### src/rtl/reduction_mux_pipe.sv
// rtl/reduction_mux_pipe.sv - registered per-lane group select stage with runtime config and out-of-range counter
module reduction_mux_pipe #(
  parameter int W       = 32,
  parameter int NUM_IN  = 8,
  parameter int NUM_OUT = 2,
  parameter int SEL_W   = 3,
  parameter int CNT_W   = 16
) (
  input  logic                     clk,
  input  logic                     rst,
  input  logic                     i_cfg_valid,
  input  logic [NUM_OUT*SEL_W-1:0] i_cfg_sel,
  input  logic                     i_valid,
  output logic                     o_ready,
  input  logic [NUM_IN*W-1:0]      i_data,
  output logic                     o_valid,
  input  logic                     i_ready,
  output logic [NUM_OUT*W-1:0]     o_data,
  input  logic                     i_clr_cnt,
  output logic [CNT_W-1:0]         o_oor_cnt
);

  localparam int               GRP     = NUM_IN / NUM_OUT;
  localparam logic [SEL_W-1:0] GRP_SEL = SEL_W'(GRP);
  localparam logic [CNT_W-1:0] CNT_MAX = '1;

  logic [NUM_OUT*SEL_W-1:0] sel_q;
  logic [NUM_OUT*W-1:0]     lane_data;
  logic [NUM_OUT-1:0]       lane_oor;
  logic                     accept;
  logic                     any_oor;

  // A new beat may enter whenever the output register is empty or being drained this cycle.
  assign o_ready = ~o_valid | i_ready;
  assign accept  = i_valid & o_ready;
  assign any_oor = |lane_oor;

  // Per-lane select: only codes below GRP pick an element; every other code yields zero.
  // The compare-per-element form keeps the index inside the lane's own group.
  always_comb begin
    lane_data = '0;
    lane_oor  = '0;
    for (int k = 0; k < NUM_OUT; k++) begin
      lane_oor[k] = (sel_q[k*SEL_W +: SEL_W] >= GRP_SEL);
      for (int g = 0; g < GRP; g++) begin
        if (sel_q[k*SEL_W +: SEL_W] == SEL_W'(g)) begin
          lane_data[k*W +: W] = i_data[(k*GRP+g)*W +: W];
        end
      end
    end
  end

  // Active select register; a beat accepted on the load edge still sees the old value.
  always_ff @(posedge clk or negedge rst) begin
    if (!rst) begin
      sel_q <= '0;
    end else if (i_cfg_valid) begin
      sel_q <= i_cfg_sel;
    end
  end

  // Output register: load on accept, drop valid on drain, otherwise hold data and valid.
  always_ff @(posedge clk or negedge rst) begin
    if (!rst) begin
      o_valid <= 1'b0;
      o_data  <= '0;
    end else if (accept) begin
      o_valid <= 1'b1;
      o_data  <= lane_data;
    end else if (i_ready) begin
      o_valid <= 1'b0;
    end
  end

  // Saturating count of accepted beats with any out-of-range lane; clear has priority.
  always_ff @(posedge clk or negedge rst) begin
    if (!rst) begin
      o_oor_cnt <= '0;
    end else if (i_clr_cnt) begin
      o_oor_cnt <= '0;
    end else if (accept && any_oor && (o_oor_cnt != CNT_MAX)) begin
      o_oor_cnt <= o_oor_cnt + 1'b1;
    end
  end

endmodule

### config.mk
export PLATFORM = sky130hd
export DESIGN_NAME = reduction_mux_pipe
export DESIGN_NICKNAME = d
export VERILOG_FILES = /design/src/rtl/reduction_mux_pipe.sv
export SDC_FILE = /design/constraint.sdc
export NUM_CORES = 1
export LEC_CHECK = 0
export BUFFER_PORTS_ARGS = -buffer_cell sky130_fd_sc_hd__buf_2
export CORE_AREA = 2 2 135 137
export DETAILED_ROUTE_END_ITERATION = 16
export DIE_AREA = 0 0 137 139
export PLACE_DENSITY = 0.7
export SKIP_LAST_GASP = 1
export SYNTH_ARGS = -nofsm -noshare
export SYNTH_HDL_FRONTEND = slang
export SYNTH_SLANG_ARGS = --single-unit
### constraint.sdc
create_clock -name clk -period 2.35 [get_ports clk]
set_input_delay 0.705 -clock clk [delete_from_list [all_inputs] [get_ports clk]]
set_output_delay 0.705 -clock clk [all_outputs]
set_load 0.05 [all_outputs]
==> results of run 1 <==
Yosys cell counts, drive strengths merged:
master,number,area (µm²)
xnor2,13,113.9
a211oi,1,7.510
a21oi,1,5.000
clkbuf,20,75.07
nor3,3,26.28
o21ba,1,10.01
mux2,7,78.82
nand2b,3,21.27
and2b,1,7.510
o21ai,1,5.000
nand2,5,18.77
dfrtp,87,2177
ha,1,12.51
and3,1,6.260
nor2b,1,6.260
a22o,64,560.5
buf,13,63.81
nor3b,1,7.510
o2111ai,1,26.28
and4,1,11.26
o211ai,1,7.510
nand3,4,25.02
a21boi,1,7.510
nand4,4,46.29
nor2,18,67.56
nor4,5,31.28
a2111oi,1,10.01
nor4b,4,77.58
mux4,64,1441
cell type report:
| cell class | count | share of cell area, % |
|---|---|---|
| multi-input cells | 208 | 36.30 |
| flip-flops and latches | 87 | 29.90 |
| repair buffers | 361 | 25.74 |
| well taps | 229 | 3.930 |
| clock buffers | 10 | 3.141 |
| clock inverters | 4 | 0.9954 |
logic make-up (layout without fill, tap and decap cells):
logic type      Yosys count  count (layout)  synth area share (%)
fa+ha+maj                 1               1                0.2525
simple gates             51              51                 7.121
xor+xnor                 13              13                 2.298
buf+inv                  33             375                 2.803
compound gates           72              72                 12.90
mux                      71              71                 30.68
flops                    87              87                 43.94
sequential cells by signal (all words and copies together), names as in the netlist:
signal     flops
sel_q          6
o_data        64
o_oor_cnt     16
o_valid        1
layout by cell type, fill, tap and decap left out, drive strengths merged, types with 2 or more instances in the layout:
| cell | instances |
|---|---|
| mux2 | 7 |
| nor3 | 3 |
| xnor2 | 13 |
| nand2 | 5 |
| nor2 | 18 |
| bufinv | 2 |
| a22o | 64 |
| nor4b | 4 |
| dfrtp | 87 |
| nand4 | 4 |
| nand2b | 3 |
| mux4 | 64 |
| buf | 361 |
| nand3 | 4 |
| clkbuf | 10 |
| nor4 | 5 |
metal layers:
| layer | vias up | part of all wire, % | global-route usage [%] |
|---|---|---|---|
| li1 | 2028 | - | - |
| met1 | 2191 | 39 | 20.72 |
| met2 | 248 | 51 | 28.41 |
| met3 | 24 | 8.3 | 4.203 |
| met4 | 0 | 1.9 | 5.100 |
| met5 | - | 0 | 0 |
per-stage QoR:
step	setup slack, ns	instance area, µm²	util (%)	hold slack [ns]
after floorplan	0.2108	4955	-	0.4094
after global placement	0.3064	6989	39.58	0.4841
after detailed placement	0.2946	6989	39.58	0.4853
after CTS	0.3850	7291	41.29	0.2132
after global routing	0.3668	7291	41.29	0.2159
final	0.3898	7291	41.29	0.2231
how the worst min path moves through the flow:
stage / from / endpoint / slack, ns / cells after the start
global placement: o_data[3] / o_data[3] / 0.48 / 1
CTS: rst / o_data[17] / 0.21 / 1
detailed placement: o_data[11] / o_data[11] / 0.49 / 1
finish: rst / o_valid / 0.22 / 1
global route: rst / o_data[17] / 0.22 / 1
floorplan: rst / o_data[0] / 0.41 / 0
power groups by stage:
stage | Sequential (mW) | Clock, mW | Combinational (mW)
2_1_floorplan | 2.48 | 0 | 0.624
3_3_place_gp | 1.84 | 0 | 1.87
3_5_place_dp | 1.84 | 0 | 1.89
4_1_cts | 1.81 | 1.53 | 1.89
5_1_grt | 1.84 | 1.59 | 1.97
6_report | 1.81 | 1.48 | 1.87
==> results by group, run 1 <==
Critical path
  • Crit-path max FO: 5
  • Reg2Reg Depth: 6
  • WP buf/inv: 2
  • Critical Path End Type: output port
  • Reg-to-reg endpoint: o_oor_cnt[15]
  • Worst-path cell with the longest stage delay: buf_2
  • CP Launch Point: i_ready
  • CP peak stage delay: 0.24 ns
  • Crit path DAT: 1.26 ns
  • Cell mode on critical path: buf_2
  • Crit path capture: o_ready
  • Critical path's top delay family: buffers and inverters
  • Critical Path RT: 1.64 ns
  • Crit path kind: in2out
  • Setup crit start kind: input pin
  • Crit-path cells: buf_2 > nand2b_2 > buf_2
  • Worst reg2reg path startpoint: o_oor_cnt[0]
  • Flop2flop setup slack: 0.53 ns
  • Levels on crit path: 3

Timing
  • Slew Limit Fails: 0
  • Worst-margin pin slew: 0.4322 ns
  • Final period util: 83.41%
  • Min cycle time layout: 1.960 ns
  • Fin. Hold Viols: 0
  • # setup viols final: 0
  • Fmax: 510.2 MHz
  • RSZ-0062 raised after global routing: no
  • Setup TNS: 0 ns
  • Rel. slew slack: 71.19%
  • Skew final: 0.006747 ns

Synth
  • Synth Warn #: 0
  • Register bit total from synthesis: 87
  • Cell variety after synth: 37
  • Post-synthesis net count: 597
  • Post-Syn Instances: 328
  • Post-synthesis sequential area ratio: 43.94%
  • Mean Syn Cell Area: 15.11 µm²
  • Post-Syn Area: 0.004955 mm²

Detailed routing
  • Post-route ant nets: 0
  • Drt pass-1 iters: 4
  • DRT iter0 DRCs: 217
  • Routed WL per cell: 18.45 µm
  • Drc violations: 0
  • Final wirelength: 16580 µm
  • Via/cell ratio: 4.996
  • Detailed-route via count: 4491

Global routing
  • First-pass GRT wire length: 24220 µm
  • Initial antenna violation count: 0
  • Number of global-route vias before repair: 4463
  • Pin count of the biggest net entering global routing: 45
  • Remaining Overflow, GRT: 0
  • Tot GR Track Use: 16.70%

Power and ir drop
  • Power share of the sequential group: 35.1%
  • VDD IR max: 0.3813 mV
  • Pleak: 3.649 nW
  • Part of the power in combinational logic: 36.2%
  • Cell Int Power: 3.332 mW
  • Cell Pwr Density: 708.7 mW/mm²
  • Clock network power share: 28.7%
  • Pwr Total: 5.167 mW
  • Net Switching: 1.835 mW
  • Switching part of the total: 35.52%

Worst hold path
  • Hold Crit Class: in2async

Clock network
  • Setup bufs post-CTS: 0
  • Clock-pin slew on the worst setup and hold paths: 0.06 ns
  • H-tree depth: 3
  • Post_cts resized: 0
  • Clock root cell: clkbuf_16
  • TritonCTS Sinks: 87
  • Total CTS buffers: 9
  • Clk buf depth: 2
  • Insertion delay to the later sink of the worst-skew pair: 0.34 ns
  • CTS tree: built
  • Hold_buf cts: 0

Placed design
  • IO Port Bufs: 349
  • HPWL Detailed: 13610 µm
  • Placed cell count: 885
  • Gpl congestion: 0.7721

Die
  • Row cnt: 49
  • Die X: 137 µm
  • Initial Util: 28.06%
  • Chip Height: 139 µm
  • Core area: 0.01766 mm²
  • Die ar.: 0.01904 mm²
  • Top-Level Pins: 350

Layout
  • Fraction of layout cells with a size suffix above 1: 68.66%
  • Multi-input gate area in the final layout: 0.002646 mm²
  • Fill cells: 1676
  • N_diodes: 0
  • Final non-filler cell total: 899
  • Reg area: 0.002180 mm²
  • Post-layout nets: 936
  • Area growth syn-to-layout: 47.15%

Outcome
  • Outcome: complete, no violations

Run
  • Maxcap violations: 0
Power figures use the tool's default switching activity.
==> run 2, diff against run 1 <==
--- a/config.mk
+++ b/config.mk
@@ -6,10 +6,10 @@
 export NUM_CORES = 1
 export LEC_CHECK = 0
 export BUFFER_PORTS_ARGS = -buffer_cell sky130_fd_sc_hd__buf_2
-export CORE_AREA = 2 2 135 137
+export CORE_AREA = 2 2 136 138
 export DETAILED_ROUTE_END_ITERATION = 16
-export DIE_AREA = 0 0 137 139
-export PLACE_DENSITY = 0.7
+export DIE_AREA = 0 0 138 140
+export PLACE_DENSITY = 0.71
 export SKIP_LAST_GASP = 1
 export SYNTH_ARGS = -nofsm -noshare
 export SYNTH_HDL_FRONTEND = slang
==> constraint.sdc (replaced) <==
create_clock -name clk -period 1.6 [get_ports clk]
set_input_delay 0.48 -clock clk [delete_from_list [all_inputs] [get_ports clk]]
set_output_delay 0.48 -clock clk [all_outputs]
set_load 0.05 [all_outputs]
==> run 2 against run 1 <==
  * The run now ends with negative setup slack left
  * Largest power group unchanged
  * Non-clock buffer count up 28
  * Flip-flop and latch count unchanged
  * First-iteration DRC count up 1.8%
  * Combinational power up 52%
  * Count of clock-buffer cells in the layout up 1
  * Routed wire length up 2.5%
  * Utilization up 2.4 points
  * Sequential share of layout area down 1.6 points
  * Worst setup slack worse by 0.44 ns
  * Die area up 1.5%
  * Cell count up 3.4%
==> results by group, run 2 (synthesis gave the netlist of run 1 again) <==
Die
  • Core area: 0.01778 mm² (+0.69%)
  • Initial Util: 27.87% (-0.19 points)
  • Die ar.: 0.01932 mm² (+1.5%)
  • Chip Height: 140 µm (+0.72%)
  • Die X: 138 µm (+0.73%)
  • Row cnt: 49 (unchanged)
  • Top-Level Pins: 350 (unchanged)

Critical path
  • Critical Path End Type: register
  • Crit-path max FO: 4 (-1)
  • Reg-to-reg endpoint: o_oor_cnt[15]
  • Crit path kind: reg2reg
  • Critical Path RT: 1.83 ns (+0.19 ns)
  • Worst reg2reg path startpoint: o_oor_cnt[1]
  • Crit path DAT: 1.89 ns (+0.63 ns)
  • Flop2flop setup slack: -0.05 ns (-0.58 ns)
  • Reg2Reg Depth: 6 (unchanged)
  • Setup crit start kind: register

Detailed routing
  • Via/cell ratio: 4.959 (-0.73%)
  • Post-route ant nets: 0 (unchanged)
  • Drc violations: 0 (unchanged)
  • Final wirelength: 17000 µm (+2.5%)
  • DRT iter0 DRCs: 221 (+1.8%)
  • Detailed-route via count: 4612 (+2.7%)
  • Drt pass-1 iters: 4 (unchanged)
  • Routed WL per cell: 18.28 µm (-0.93%)

Timing
  • Rel. slew slack: 68.55% (-2.6 points)
  • RSZ-0062 raised after global routing: yes
  • # setup viols final: 1 (+1)
  • Hold slack: 0.1642 ns (-0.05887 ns)
  • Setup TNS: -0.05381 ns (-0.05381 ns)
  • Min cycle time layout: 1.654 ns
  • Skew final: 0.01073 ns (+0.003979 ns)
  • Fmax: 604.7 MHz
  • Final period util: 103.4%
  • Fin. Hold Viols: 0 (unchanged)
  • Worst-margin pin slew: 0.4718 ns (+0.03962 ns)
  • Slew Limit Fails: 0 (unchanged)
  • Worst Setup Slack, final: -0.05381 ns (-0.4436 ns)

Layout
  • Fill cells: 1651 (-1.5%)
  • Area growth syn-to-layout: 56.82%
  • Biggest regs: o_data: 64 flops, o_oor_cnt: 16 flops, sel_q: 6 flops
  • Fraction of layout cells with a size suffix above 1: 74.29% (+5.6 points)
  • Commonest cells after routing, fill and taps aside: buf_2, dfrtp_1, mux4_2, a22o_1, buf_4
  • Post-route core utilization: 43.70% (+2.4 points)
  • Max reg flops: 64 (unchanged)
  • Commonest non-fill, non-tap cell in the layout: buf_2
  • Post-layout instance area: 0.007770 mm² (+6.6%)
  • Post-layout nets: 964 (+3.0%)
  • Largest register by flop count: o_data

Global routing
  • Remaining Overflow, GRT: 0 (unchanged)
  • Tot GR Track Use: 17.19% (+0.49 points)
  • Number of global-route vias before repair: 4903 (+9.9%)
  • Initial antenna violation count: 2 (+2)
  • First-pass GRT wire length: 26170 µm (+8.1%)
  • Pin count of the biggest net entering global routing: 88 (+96%)

Clock network
  • TritonCTS Sinks: 87 (unchanged)
  • Insertion delay to the later sink of the worst-skew pair: 0.34 ns (about the same)
  • Total CTS buffers: 9 (unchanged)
  • Clock root cell: clkbuf_16
  • H-tree depth: 3 (unchanged)
  • Clk buf depth: 2 (unchanged)
  • Clock-pin slew on the worst setup and hold paths: 0.07 ns (about the same)
  • Hold_buf cts: 0 (unchanged)
  • CTS tree: built

Power and ir drop
  • Power share of the sequential group: 35.7% (+0.6 points)
  • Clock network power share: 26.4% (-2.3 points)
  • Cell Int Power: 4.717 mW (+42%)
  • Switching part of the total: 36.93% (+1.4 points)
  • Net Switching: 2.762 mW (+51%)
  • Cell Pwr Density: 962.5 mW/mm² (+36%)
  • Pleak: 3.803 nW (+4.2%)
  • Part of the power in combinational logic: 37.9% (+1.7 points)
  • VDD IR max: 0.4829 mV (+27%)

Placed design
  • Placed inst area: 0.007350 mm² (+5.2%)
  • HPWL Detailed: 13510 µm (-0.74%)
  • Pre-CTS WS: -0.07792 ns (-0.3725 ns)
  • IO Port Bufs: 349 (unchanged)
  • Gpl congestion: 0.7859 (+1.8%)

Outcome
  • Outcome: complete, but fails checks
  • Failing checks: negative setup slack

Worst hold path
  • Hold Crit Class: in2async

Run
  • Maxcap violations: 0 (unchanged)
-- run 2: cell count changes in the layout (fill, tap and decap cells not counted), sizes merged --
cell      delta
buf         +28
bufinv       -2
clkbuf       +1
clkinv       +2
clkinvlp     +1
diode        +1
-- run 2: power by group through the flow --
stage / clock network [mW] / registers (mW) / logic (mW)
after global routing: 2.16 / 2.71 / 2.99
after detailed placement: 0 / 2.70 / 2.85
final: 1.97 / 2.67 / 2.84
after floorplan: 0 / 3.64 / 0.925
after global placement: 0 / 2.70 / 2.81
after CTS: 2.04 / 2.67 / 2.86
-- run 2: stage by stage --
stage | std cells | power (mW)
finish | 930 | 7.479
global route | 929 | 7.854
CTS | 926 | 7.571
detailed placement | 910 | 5.553
global placement | 910 | 5.505
floorplan | 328 | 4.567
-- run 2: cell type report --
type | instances | area, µm² | area share [%]
repair buffers | 389 | 2231 | 28.71
multi-input cells | 208 | 2773 | 35.68
clock inverters | 5 | 33.78 | 0.4348
clock buffers | 11 | 242.7 | 3.124
diodes | 1 | 2.502 | 0.03221
flip-flops and latches | 87 | 2201 | 28.33
well taps | 229 | 286.5 | 3.688
-- run 2: routing by layer --
metal / vias up / wire [µm] / part of all wire [%] / track usage, %
met4: 2 / 262 / 1.5 / 5.424
li1: 2090 / - / - / -
met2: 210 / 9064 / 53 / 30.02
met3: 21 / 1016 / 6.0 / 3.316
met5: - / 13 / 0.076 / 0
met1: 2289 / 6639 / 39 / 21.63
-- run 2: what timing repair did --
item	in CTS	in global routing
resized for setup	14	16
endpoints found under the setup margin	13	17
pin swaps	1	4
cloned	0	0
buffers inserted	0	3
-- run 2: worst max-delay path: stages, from the launching register on --
cell and delay [ns]:
dfrtp_2 0.44, ha_4 0.18, nand3_4 0.11, nor3_4 0.06, nor4b_4 0.28, and2b_1 0.17
mux2_4 0.30
-- run 2: worst max-delay path by stage --
stage / from / endpoint / slack [ns] / depth (start not counted)
2_1_floorplan: o_oor_cnt[0] / o_oor_cnt[15] / -0.20 / 6
3_3_place_gp: i_ready / o_oor_cnt[15] / -0.06 / 6
3_5_place_dp: i_ready / o_oor_cnt[15] / -0.08 / 6
4_1_cts: o_valid / o_ready / -0.05 / 3
5_1_grt: o_oor_cnt[1] / o_oor_cnt[15] / -0.12 / 6
6_report: o_oor_cnt[1] / o_oor_cnt[15] / -0.05 / 6
